## src/rtl/alu_unit.sv

```systemverilog
// Execution unit: single-cycle ALU/branch/jump evaluation plus a bit-serial shifter.
// One operation in flight; the result is held on the broadcast bus until granted.
module alu_unit #(
  parameter int unsigned RobBits = 4
) (
  input  logic               clk_in,
  input  logic               rst_in,
  input  logic               rdy_in,
  input  logic               clear,
  input  logic               in_valid,
  input  logic [31:0]        in_vj,
  input  logic [31:0]        in_vk,
  input  logic [31:0]        in_imm,
  input  logic [5:0]         in_op,
  input  logic [31:0]        in_pc,
  input  logic               in_jalr,
  input  logic [RobBits-1:0] in_rob_id,
  output logic               in_ready,
  output logic               out_valid,
  output logic [31:0]        out_value,
  output logic [RobBits-1:0] out_rob_id,
  output logic               out_jump,
  output logic [31:0]        out_target,
  input  logic               out_grant,
  output logic               finish_rdy
);

  typedef enum logic [1:0] {StIdle, StShift, StOut} state_e;

  localparam logic [1:0] TypeU = 2'd0;
  localparam logic [1:0] TypeI = 2'd1;
  localparam logic [1:0] TypeB = 2'd2;
  localparam logic [1:0] TypeR = 2'd3;

  state_e              state_q, state_d;
  logic [4:0]          cnt_q, cnt_d;
  logic [31:0]         val_q, val_d;
  logic [RobBits-1:0]  rob_q, rob_d;
  logic                jump_q, jump_d;
  logic [31:0]         target_q, target_d;
  logic                left_q, left_d;
  logic                arith_q, arith_d;

  logic [1:0]  op_type;
  logic [2:0]  funct3;
  logic        funct7;
  logic        is_jal, is_sub, f7_bad, is_alu, is_shift;
  logic [31:0] op_b, alu_res, pc_imm, pc_4, jalr_sum;
  logic [4:0]  shamt;
  logic        br_taken;

  assign op_type  = in_op[1:0];
  assign funct3   = in_op[4:2];
  assign funct7   = in_op[5];
  assign is_jal   = (in_op == 6'b111111);
  assign op_b     = (op_type == TypeI) ? in_imm : in_vk;
  assign shamt    = op_b[4:0];
  assign is_alu   = (op_type == TypeI) || (op_type == TypeR);
  assign is_sub   = (op_type == TypeR) && funct7 && (funct3 == 3'b000);
  // funct7 only qualifies SUB and SRA/SRAI; any other R-type use falls back to ADD
  assign f7_bad   = (op_type == TypeR) && funct7 && (funct3 != 3'b000) && (funct3 != 3'b101);
  assign is_shift = is_alu && !in_jalr && !is_jal && !f7_bad &&
                    ((funct3 == 3'b001) || (funct3 == 3'b101));
  assign pc_imm   = in_pc + in_imm;
  assign pc_4     = in_pc + 32'd4;
  assign jalr_sum = in_vj + in_imm;

  always_comb begin
    alu_res = in_vj + op_b;
    if (!f7_bad) begin
      case (funct3)
        3'b000:         alu_res = is_sub ? (in_vj - op_b) : (in_vj + op_b);
        // Shifts by zero never enter the shifter, so pass the operand through
        3'b001, 3'b101: alu_res = in_vj;
        3'b010:         alu_res = {31'b0, ($signed(in_vj) < $signed(op_b))};
        3'b011:         alu_res = {31'b0, (in_vj < op_b)};
        3'b100:         alu_res = in_vj ^ op_b;
        3'b110:         alu_res = in_vj | op_b;
        default:        alu_res = in_vj & op_b;
      endcase
    end
  end

  always_comb begin
    br_taken = 1'b0;
    case (funct3)
      3'b000:  br_taken = (in_vj == in_vk);
      3'b001:  br_taken = (in_vj != in_vk);
      3'b100:  br_taken = ($signed(in_vj) < $signed(in_vk));
      3'b101:  br_taken = ($signed(in_vj) >= $signed(in_vk));
      3'b110:  br_taken = (in_vj < in_vk);
      3'b111:  br_taken = (in_vj >= in_vk);
      default: br_taken = 1'b0;
    endcase
  end

  always_comb begin
    state_d  = state_q;
    cnt_d    = cnt_q;
    val_d    = val_q;
    rob_d    = rob_q;
    jump_d   = jump_q;
    target_d = target_q;
    left_d   = left_q;
    arith_d  = arith_q;
    if (rdy_in) begin
      unique case (state_q)
        StIdle: begin
          if (in_valid) begin
            rob_d    = in_rob_id;
            jump_d   = 1'b0;
            target_d = 32'd0;
            cnt_d    = 5'd0;
            if (in_jalr) begin
              val_d    = pc_4;
              jump_d   = 1'b1;
              target_d = {jalr_sum[31:1], 1'b0};
            end else if (is_jal) begin
              val_d    = pc_4;
              jump_d   = 1'b1;
              target_d = pc_imm;
            end else if (op_type == TypeU) begin
              val_d = in_imm;
            end else if (op_type == TypeB) begin
              val_d    = 32'd0;
              jump_d   = br_taken;
              target_d = pc_imm;
            end else begin
              val_d = alu_res;
            end
            if (is_shift && (shamt != 5'd0)) begin
              state_d = StShift;
              cnt_d   = shamt;
              val_d   = in_vj;
              left_d  = (funct3 == 3'b001);
              arith_d = funct7;
            end else begin
              state_d = StOut;
            end
          end
        end
        StShift: begin
          if (left_q) begin
            val_d = {val_q[30:0], 1'b0};
          end else begin
            val_d = {(arith_q & val_q[31]), val_q[31:1]};
          end
          cnt_d = cnt_q - 5'd1;
          if (cnt_q == 5'd1) begin
            state_d = StOut;
          end
        end
        StOut: begin
          if (out_grant) begin
            state_d = StIdle;
          end
        end
        default: state_d = StIdle;
      endcase
    end
  end

  always_ff @(posedge clk_in) begin
    if (rst_in || clear) begin
      state_q  <= StIdle;
      cnt_q    <= 5'd0;
      val_q    <= 32'd0;
      rob_q    <= '0;
      jump_q   <= 1'b0;
      target_q <= 32'd0;
      left_q   <= 1'b0;
      arith_q  <= 1'b0;
    end else begin
      state_q  <= state_d;
      cnt_q    <= cnt_d;
      val_q    <= val_d;
      rob_q    <= rob_d;
      jump_q   <= jump_d;
      target_q <= target_d;
      left_q   <= left_d;
      arith_q  <= arith_d;
    end
  end

  assign in_ready   = (state_q == StIdle);
  assign out_valid  = (state_q == StOut);
  assign out_value  = val_q;
  assign out_rob_id = rob_q;
  assign out_jump   = jump_q;
  assign out_target = target_q;
  assign finish_rdy = out_valid & out_grant & ~clear;

endmodule

```

## config.mk

```make
export PLATFORM = sky130hd
export DESIGN_NAME = alu_unit
export DESIGN_NICKNAME = d
export VERILOG_FILES = /design/src/rtl/alu_unit.sv
export SDC_FILE = /design/constraint.sdc
export NUM_CORES = 1
export LEC_CHECK = 0
export BUFFER_PORTS_ARGS = -buffer_cell sky130_fd_sc_hd__buf_2
export CAP_MARGIN = 10
export CELL_PAD_IN_SITES_DETAIL_PLACEMENT = 1
export CELL_PAD_IN_SITES_GLOBAL_PLACEMENT = 1
export CORE_MARGIN = 2
export CORE_UTILIZATION = 47
export CTS_BUF_LIST = sky130_fd_sc_hd__clkbuf_4
export CTS_CLUSTER_SIZE = 24
export DETAILED_ROUTE_END_ITERATION = 10
export GPL_ROUTABILITY_DRIVEN = 0
export PLACE_DENSITY_LB_ADDON = 0.08
export RECOVER_POWER = 25
export SETUP_SLACK_MARGIN = 0.05
export SLEW_MARGIN = 20
export SYNTH_ARGS = -nofsm -noshare
export SYNTH_HDL_FRONTEND = slang
export SYNTH_SLANG_ARGS = --single-unit
export TNS_END_PERCENT = 10
```

## constraint.sdc

```tcl
create_clock -name clk_in -period 8.81 [get_ports clk_in]
set_clock_uncertainty 0.05 [all_clocks]
set_input_delay 0.881 -clock clk_in [delete_from_list [all_inputs] [get_ports clk_in]]
set_output_delay 0.881 -clock clk_in [all_outputs]
set_load 0.05 [all_outputs]
```

Word-level counts from Yosys, hierarchy flattened
Cells that the tools add are included.
{"block": "classes", "bitwise": 7, "magnitude_cmp": 6, "n_eq_ne": 20, "add_sub_neg": 6, "n_reduce_logical": 26, "n_mux": 29}
{"op": "32-bit 2-to-1 mux", "count": 14}
{"op": "32-bit case mux with 6 select lines", "count": 1}
{"op": "32-bit < comparator", "count": 4}
{"op": "32-bit adder", "count": 3}
{"op": "32-bit >= comparator", "count": 2}
{"op": "32-bit case mux with 2 select lines", "count": 1}
{"op": "32-bit by 3-bit adder with 32-bit output, second input constant", "count": 1}
{"op": "32-bit AND", "count": 1}
{"op": "32-bit == test", "count": 1}
{"op": "32-bit inequality test", "count": 1}
{"op": "32-bit bitwise OR", "count": 1}
{"op": "32-bit subtractor", "count": 1}
{"op": "32-bit bitwise XOR", "count": 1}
{"op": "3-bit == test, second input constant", "count": 4}
{"op": "5-bit 2-to-1 mux", "count": 2}
{"op": "5-bit case mux with 2 select lines", "count": 1}
{"op": "1-bit logical AND", "count": 9}
{"op": "2-bit 2-to-1 mux", "count": 4}
{"op": "4-bit AND reduction", "count": 2}
{"op": "2-bit == test, second input constant", "count": 3}
{"op": "3-bit by 2-bit == test with 1-bit output, second input constant", "count": 2}
{"op": "6-bit == test, second input constant", "count": 1}
{"op": "1-bit case mux with 6 select lines", "count": 1}
{"op": "2-bit case mux with 3 select lines", "count": 1}
{"op": "other kinds (19)", "count": 32}
{"block": "word_totals", "wordCells": 102, "regBits": 78, "out_inout_bits": 72, "in_bits": 145}

Longest topological paths before layout
Gate-level depths: netlist of run 1.
{"block": "depth", "word_depth": 13, "depth_mapped": 19, "depth_no_buf": 16}

Least setup slack after synthesis of run 1
OpenSTA, ideal clock, no wires.
{"block": "synth_timing", "path_kind": "input-to-reg", "from": "input in_op[1]", "to": "register val_q[31] (netlist: out_value[31])", "path_buffers": 3, "path_stages": 17, "arrival_time_ns": 4.681, "required_ns": 8.644, "setup_ns": 0.116, "slack_ns": 3.963, "cell_sequence": "buf_6 -> nand2b_4 -> buf_6 -> clkbuf_1 -> mux2_2 -> inv_1 -> ha_1 -> or3_1 -> or2_2 -> or3_1 -> o32a_1 -> a2111oi_2 -> or2_2 -> a221oi_2 -> a2111o_1 -> mux2i_1 -> o21ai_1"}
{"block": "synth_via", "elab_chain_len": 13}
{"element": "start: declaration", "line_no": "14", "text": "input logic [5:0] in_op,"}
{"element": "2-bit by 1-bit == test with 1-bit output / 2-bit == test (equally long branches)"}
{"element": "32-bit 2-to-1 mux / 1-bit logical AND (equally long branches)", "line_no": "56, 59, 61"}
{"element": "32-bit adder, or another cell as far along", "line_no": "69, 72"}
{"element": "32-bit 2-to-1 mux", "line_no": "72", "text": "3'b000: alu_res = is_sub ? (in_vj - op_b) : (in_vj + op_b);"}
{"element": "32-bit case mux with 6 select lines", "line_no": "71", "text": "case (funct3)"}
{"element": "32-bit 2-to-1 mux", "line_no": "70", "text": "if (!f7_bad) begin"}
{"element": "32-bit 2-to-1 mux", "line_no": "124", "text": "end else if (op_type == TypeB) begin"}
{"element": "32-bit 2-to-1 mux", "line_no": "122", "text": "end else if (op_type == TypeU) begin"}
{"element": "32-bit 2-to-1 mux", "line_no": "118", "text": "end else if (is_jal) begin"}
{"element": "32-bit 2-to-1 mux", "line_no": "114", "text": "if (in_jalr) begin"}
{"element": "32-bit 2-to-1 mux *", "line_no": "131", "text": "if (is_shift && (shamt != 5'd0)) begin"}
{"element": "32-bit 2-to-1 mux *", "line_no": "109", "text": "if (in_valid) begin"}
{"element": "32-bit case mux with 2 select lines *", "line_no": "107", "text": "unique case (state_q)"}
{"element": "end signal: assignment", "line_no": "176", "text": "val_q <= val_d;"}
{"element": "end: declaration", "line_no": "37", "text": "logic [31:0] val_q, val_d;"}
Mark *: on every way between the ends. The rest lies on a longest branch, timed or not. The select of a mux whose other input is x is not followed.
A chain may end at the register's enable or synchronous reset.

Worst setup path after layout of run 1
{"block": "layout_timing", "from": "input in_op[0]", "to": "register val_q[30] (netlist: out_value[30])"}
Same word-level chain as after synthesis.

==> impl_metrics.ini, run 1 <==
[status]
outcome = finished clean

[die]
core-area_mm2 = 0.03043
die_w_um = 179.4
die_y_um = 179.4
io_pins = 217
die_area_mm2 = 0.03220
initial_utilization = 0.4754
rows = 64

[synthesis]
synth_most_common_cell = a21oi_1
synth_cell_types = 83
async_flop_share = 0
syn_nets = 2381
synth_area_leaders = ha_1, dfxtp_1, a21oi_1
avgSynthCellArea_um2 = 7.084
synthCells = 2042
synth_area_mm2 = 0.01447
synth_top_area_frac = 0.1643
ys_warn_count = 0
ys_seq_area_frac = 0.1079
synth_seq_cells = 78
synth_common_cells = a21oi_1, ha_1, o21ai_0, nor2_1, inv_1
synthFlopType = dfxtp_1
synth_top_area_cell = ha_1
synth_edf_count = 0

[detailed_routing]
post_drt_wl_per_cell_um = 26.15
finalWirelength_um = 67470
vias = 17673
routed_via_density = 6.850
ant_nets = 0
drtPass1Iterations = 6
drtIter0Drc = 1793
post-route-drc-count = 0

[finish]
fill_cells = 4046
drive_gt1_frac = 0.1300
n_antenna_cell = 0
area_growth_pct = 10.47
fin_area_mm2 = 0.01598
num-nets-final = 2518
fin_cells = 2580

[clocking]
clock_latency_ps = 530
cts_resized = 0
root_buffer = clkbuf_4
hold_buffers = 0
cts_buffer_depth = 2
cts.reportedPaths.clkPinSlew_ps = 150
cts_made_buffers = 9
numClockSinks = 78
post-cts-setup-buffers = 0
cts_tree = yes
h-tree-depth = 3

[sta]
final_hold_viol_count = 0
slew_headroom = 0.2018
fmax_mhz = 194.5
tightest_slew_ps = 1188
finalSetupViolCount = 0
slew_violations = 0
final.setup.worst_slack_ps = 3668
rsz0062_at_grt = no
tns_ps = 0
layout_min_cycle_time_ps = 5142
layout_worst_path_cycle_share = 0.5837

[worst_hold_path]
hp-class = flip-flop to flip-flop
whs_path_depth = 2

[worst_setup_path]
reg2regPathDepth = 6
critPathLaunchType = primary input
arrival_ps = 5490
crit_fanout = 36
cp.required_ps = 9160
path_class = primary input to flip-flop
critPathCaptureType = flip-flop

[grt]
grt_pass1_wl_um = 103100
grt_max_degree = 59
grt_overflow = 0
antenna_found_initial = 0
track_usage = 0.4039
grt_pass1_vias = 17739

[power_and_ir_drop]
irDropWorstVdd_uv = 66.18
p_leak_uw = 0.006887
power.density_mw_per_mm2 = 108.0

[place]
dp.final_hpwl_um = 52400
place_inst = 2564
port_buffers = 216
place_worst_setup_slack_ps = 3291
placed_cell_area_mm2 = 0.01584

[flow_run]
drv_cap = 0
[worst max-delay path: stages]
cell	delay (ps)
buf_2	70
buf_4	350
nand2b_4	420
mux2i_1	400
inv_1	120
ha_1	260
fa_1	460
a21oi_1	210
nand4b_1	190
a211oi_1	130
o2111ai_1	450
a21oi_1	170
o41ai_1	590
o21ai_0	250
xnor2_1	170
a221oi_1	250
nor3_1	90
[metrics by stage]
step,utilization,power [µW],hold slack [ps]
floorplan,-,1076,386.6
global placement,0.5204,1368,388.4
detailed placement,0.5204,1395,399.1
CTS,0.5265,1701,416.6
global route,0.5252,1822,438.3
finish,0.5252,1726,418.5
[area by class of cell]
cell class	instances	area, µm²	share of cell area
Inverter	151	566.8	0.03547
Clock buffer	10	75.07	0.004697
Timing Repair Buffer	243	1237	0.07743
Multi-Input combinational cell	1696	11930	0.7467
Clock inverter	6	110.1	0.006890
Tap cell	396	495.5	0.03100
Sequential cell	78	1563	0.09778
[flip-flops by register name, summed over array words and instances (netlist names)]
signal	flops
out_rob_id	4
out_target	32
out_value	32
arith_q	1
out_jump	1
state_q	2
cnt_q	5
left_q	1
[power breakdown]
| part | leakage, µW | internal [µW] | total (µW) | switching, µW |
|---|---|---|---|---|
| sequential | 0.000635 | 366 | 383 | 16.8 |
| clock | 0.0000942 | 146 | 305 | 158 |
| combinational | 0.00616 | 368 | 1040 | 671 |
[metal layers]
layer	part of all wire	GRT usage
met1	0.39	0.4913
met2	0.45	0.6558
met3	0.084	0.06544
met4	0.077	0.2722
met5	0	0
[final timing paths]
path                 start       endpoint  slack (ps)
max               in_op[0]  out_value[30]        3670
min          out_rob_id[3]  out_rob_id[3]         420
max reg2reg     state_q[0]  out_value[30]        5650
min reg2reg  out_rob_id[3]  out_rob_id[3]         420
[kinds of logic (layout without fill, tap and decap cells)]
family	count (synthesis)	after routing	share of synthesized area
AOI/OAI and AO/OA	798	798	0.3592
xor gates and xnor gates	127	127	0.07689
adders and majority gates	194	194	0.1699
buffers and inverters	268	410	0.07075
DFF	78	78	0.1079
muxes	65	65	0.04757
and+or+nand+nor	512	512	0.1678
[cell usage in the layout (no fill, tap or decap), drive strengths merged, types with 18 or more instances in the layout]
cell,instances
and3,24
ha,190
o22ai,21
nand2b,18
mux2i,38
a22oi,27
xnor2,89
o21ai,165
nor2b,19
dfxtp,78
nand3,50
mux2,27
a31oi,22
o21bai,21
nor2,155
clkbuf,47
o221ai,19
inv,151
nand2,123
a21oi,256
buf,206
nor3,54
o21a,20
a221oi,32
a21o,31
xor2,38
nand4,23
a211oi,45
Power figures use the tool's default switching activity.
==> run 2: changes to the inputs <==
--- a/config.mk
+++ b/config.mk
@@ -5,12 +5,13 @@
 export SDC_FILE = /design/constraint.sdc
 export NUM_CORES = 1
 export LEC_CHECK = 0
+export ABC_AREA = 1
 export BUFFER_PORTS_ARGS = -buffer_cell sky130_fd_sc_hd__buf_2
 export CAP_MARGIN = 10
 export CELL_PAD_IN_SITES_DETAIL_PLACEMENT = 1
 export CELL_PAD_IN_SITES_GLOBAL_PLACEMENT = 1
 export CORE_MARGIN = 2
-export CORE_UTILIZATION = 47
+export CORE_UTILIZATION = 42
 export CTS_BUF_LIST = sky130_fd_sc_hd__clkbuf_4
 export CTS_CLUSTER_SIZE = 24
 export DETAILED_ROUTE_END_ITERATION = 10
==> constraint.sdc (replaced) <==
create_clock -name clk_in -period 4.8 [get_ports clk_in]
set_clock_uncertainty 0.05 [all_clocks]
set_input_delay 0.48 -clock clk_in [delete_from_list [all_inputs] [get_ports clk_in]]
set_output_delay 0.48 -clock clk_in [all_outputs]
set_load 0.05 [all_outputs]
==> impl_metrics.ini, run 2 <==
[synthesis]
ys_seq_area_frac = 0.09892
ys_warn_count = 0
synth_area_leaders = ha_1, nand2_1, dfxtp_1
synth_edf_count = 0
synth_common_cells = nand2_1, inv_1, a21oi_1, nor2_1, o21ai_0
synthFlopType = dfxtp_1
synth_seq_cells = 78
synth_most_common_cell = nand2_1
synth_top_area_frac = 0.1506
async_flop_share = 0
syn_nets = 3115
avgSynthCellArea_um2 = 5.686
synth_area_mm2 = 0.01579
synth_top_area_cell = ha_1
synth_cell_types = 63
synthCells = 2776

[worst_hold_path]
whs_path_depth = 3
hp-class = primary input to flip-flop

[die]
initial_utilization = 0.4231
die_w_um = 197.9
die_y_um = 197.9
io_pins = 217
core-area_mm2 = 0.03731
die_area_mm2 = 0.03915
rows = 71

[power_and_ir_drop]
pwr-share-clk = 0.126
p_leak_uw = 0.009049
swShare = 0.5669
combinationalPowerShare = 0.663
irDropWorstVdd_uv = 117.2
power_frac_seq = 0.211
p_int_uw = 1421
switchingPower_uw = 1860
power.density_mw_per_mm2 = 186.6

[worst_setup_path]
crit_fanout = 65
ff2ff_setup_slack_ps = 680
reg2regPathDepth = 5
crit_chain = nor3_2 > clkbuf_1 > nand2_1 > o21ai_0 > inv_1
cp.required_ps = 5190
critPathLaunchType = flip-flop
path_class = flip-flop to flip-flop
endpoint = out_target[13]
arrival_ps = 4510
rr_endpoint = out_target[13]
r2r-start = state_q[0]
cp_slowest_cell = clkbuf_1
cp_slowest_stage_delay_ps = 2230
critPathCaptureType = flip-flop
startpoint = state_q[0]

[clocking]
numClockSinks = 78
cts.reportedPaths.clkPinSlew_ps = 150
cts_tree = yes
root_buffer = clkbuf_4
cts_buffer_depth = 2
post-cts-setup-buffers = 0
cts_made_buffers = 9
cts_resized = 0
clock_latency_ps = 540
hold_buffers = 0
h-tree-depth = 3

[sta]
layout_worst_path_cycle_share = 0.8577
slew_headroom = -1.094
rsz0062_at_grt = no
slew_violations = 66
tns_ps = 0
layout_min_cycle_time_ps = 4117
fmax_mhz = 242.9
tightest_slew_ps = 3140
final_hold_viol_count = 0
finalSetupViolCount = 0

[finish]
final_common_cell = nand2_1
fin_cells = 3448
fin_area_mm2 = 0.01758
area_growth_pct = 11.39
final_cell_mix = nand2_1, inv_1, a21oi_1, nor2_1, o21ai_0
fill_cells = 5442
drive_gt1_frac = 0.1037
num-nets-final = 3305

[place]
dp.final_hpwl_um = 67730
place_inst = 3429
placed_cell_area_mm2 = 0.01751
port_buffers = 216

[detailed_routing]
post-route-drc-count = 0
drtPass1Iterations = 6
post_drt_wl_per_cell_um = 24.03
vias = 21080
ant_nets = 0
drtIter0Drc = 2302
routed_via_density = 6.114
finalWirelength_um = 82850

[grt]
grt_pass1_vias = 21280
track_usage = 0.4167
grt_overflow = 0
grt_max_degree = 66
grt_pass1_wl_um = 123500
antenna_found_initial = 5

[status]
outcome = finished, violations left
violations = max-capacitance violations, max-slew violations

[flow_run]
drv_cap = 1
run 2: final cells by class:
type / count / area (µm²) / area share
Clock buffer: 9 / 67.56 / 0.003843
Timing Repair Buffer: 271 / 1445 / 0.08219
Antenna cell: 3 / 7.507 / 0.0004270
Sequential cell: 78 / 1562 / 0.08881
Clock inverter: 7 / 50.05 / 0.002846
Tap cell: 474 / 593.1 / 0.03373
Multi-Input combinational cell: 2183 / 12270 / 0.6979
Inverter: 423 / 1588 / 0.09030
run 2: cells by family after synthesis:
family,Yosys count,share of synthesized area
flip-flops,78,0.09892
AND/OR/NAND/NOR,1169,0.3141
adder cells (fa/ha/maj),194,0.1557
AO/OA/AOI/OAI,767,0.2770
multiplexers,1,0.0006341
buffers and inverters,515,0.1248
XOR/XNOR,52,0.02885
run 2: routing by layer:
layer,vias up,wire length [µm],GRT usage
met3,299,7286,0.08448
li1,9674,-,-
met1,10133,32490,0.4994
met4,0,5918,0.2587
met2,974,37160,0.6834
met5,-,0,0
run 2: power by group through the flow:
stage               registers [µW]  logic [µW]  clock network, µW
finish                         693        2170                413
global route                   696        2350                440
CTS                            693        2100                424
detailed placement             707        2090                  0
global placement               706        2030                  0
floorplan                      778        1240                  0
run 2: worst min-delay path by stage:
stage / start / end / slack (ps)
6_report: in_rob_id[1] / out_rob_id[1] / 100
2_1_floorplan: arith_q / arith_q / 430
3_3_place_gp: out_target[19] / out_target[19] / 430
5_1_grt: in_rob_id[1] / out_rob_id[1] / 90
3_5_place_dp: out_target[29] / out_target[29] / 430
4_1_cts: in_rob_id[1] / out_rob_id[1] / 80
run 2: through the flow:
step	setup WS [ps]	util	total power [µW]	hold WS (ps)
3_3_place_gp	402.6	0.4692	2737	429.5
4_1_cts	924.9	0.4724	3218	75.30
5_1_grt	456.9	0.4712	3482	93.10
3_5_place_dp	336.1	0.4692	2798	429.4
2_1_floorplan	1408	-	2022	426.4
6_report	683.3	0.4713	3281	102.7
run 2: critical path, delay by kind of cell, from the launching register on:
| family | cells | cell delay [ps] |
|---|---|---|
| AO/OA/AOI/OAI | 1 | 450 |
| AND/OR/NAND/NOR | 2 | 750 |
| flip-flops | 1 | 420 |
| buffers and inverters | 2 | 2300 |
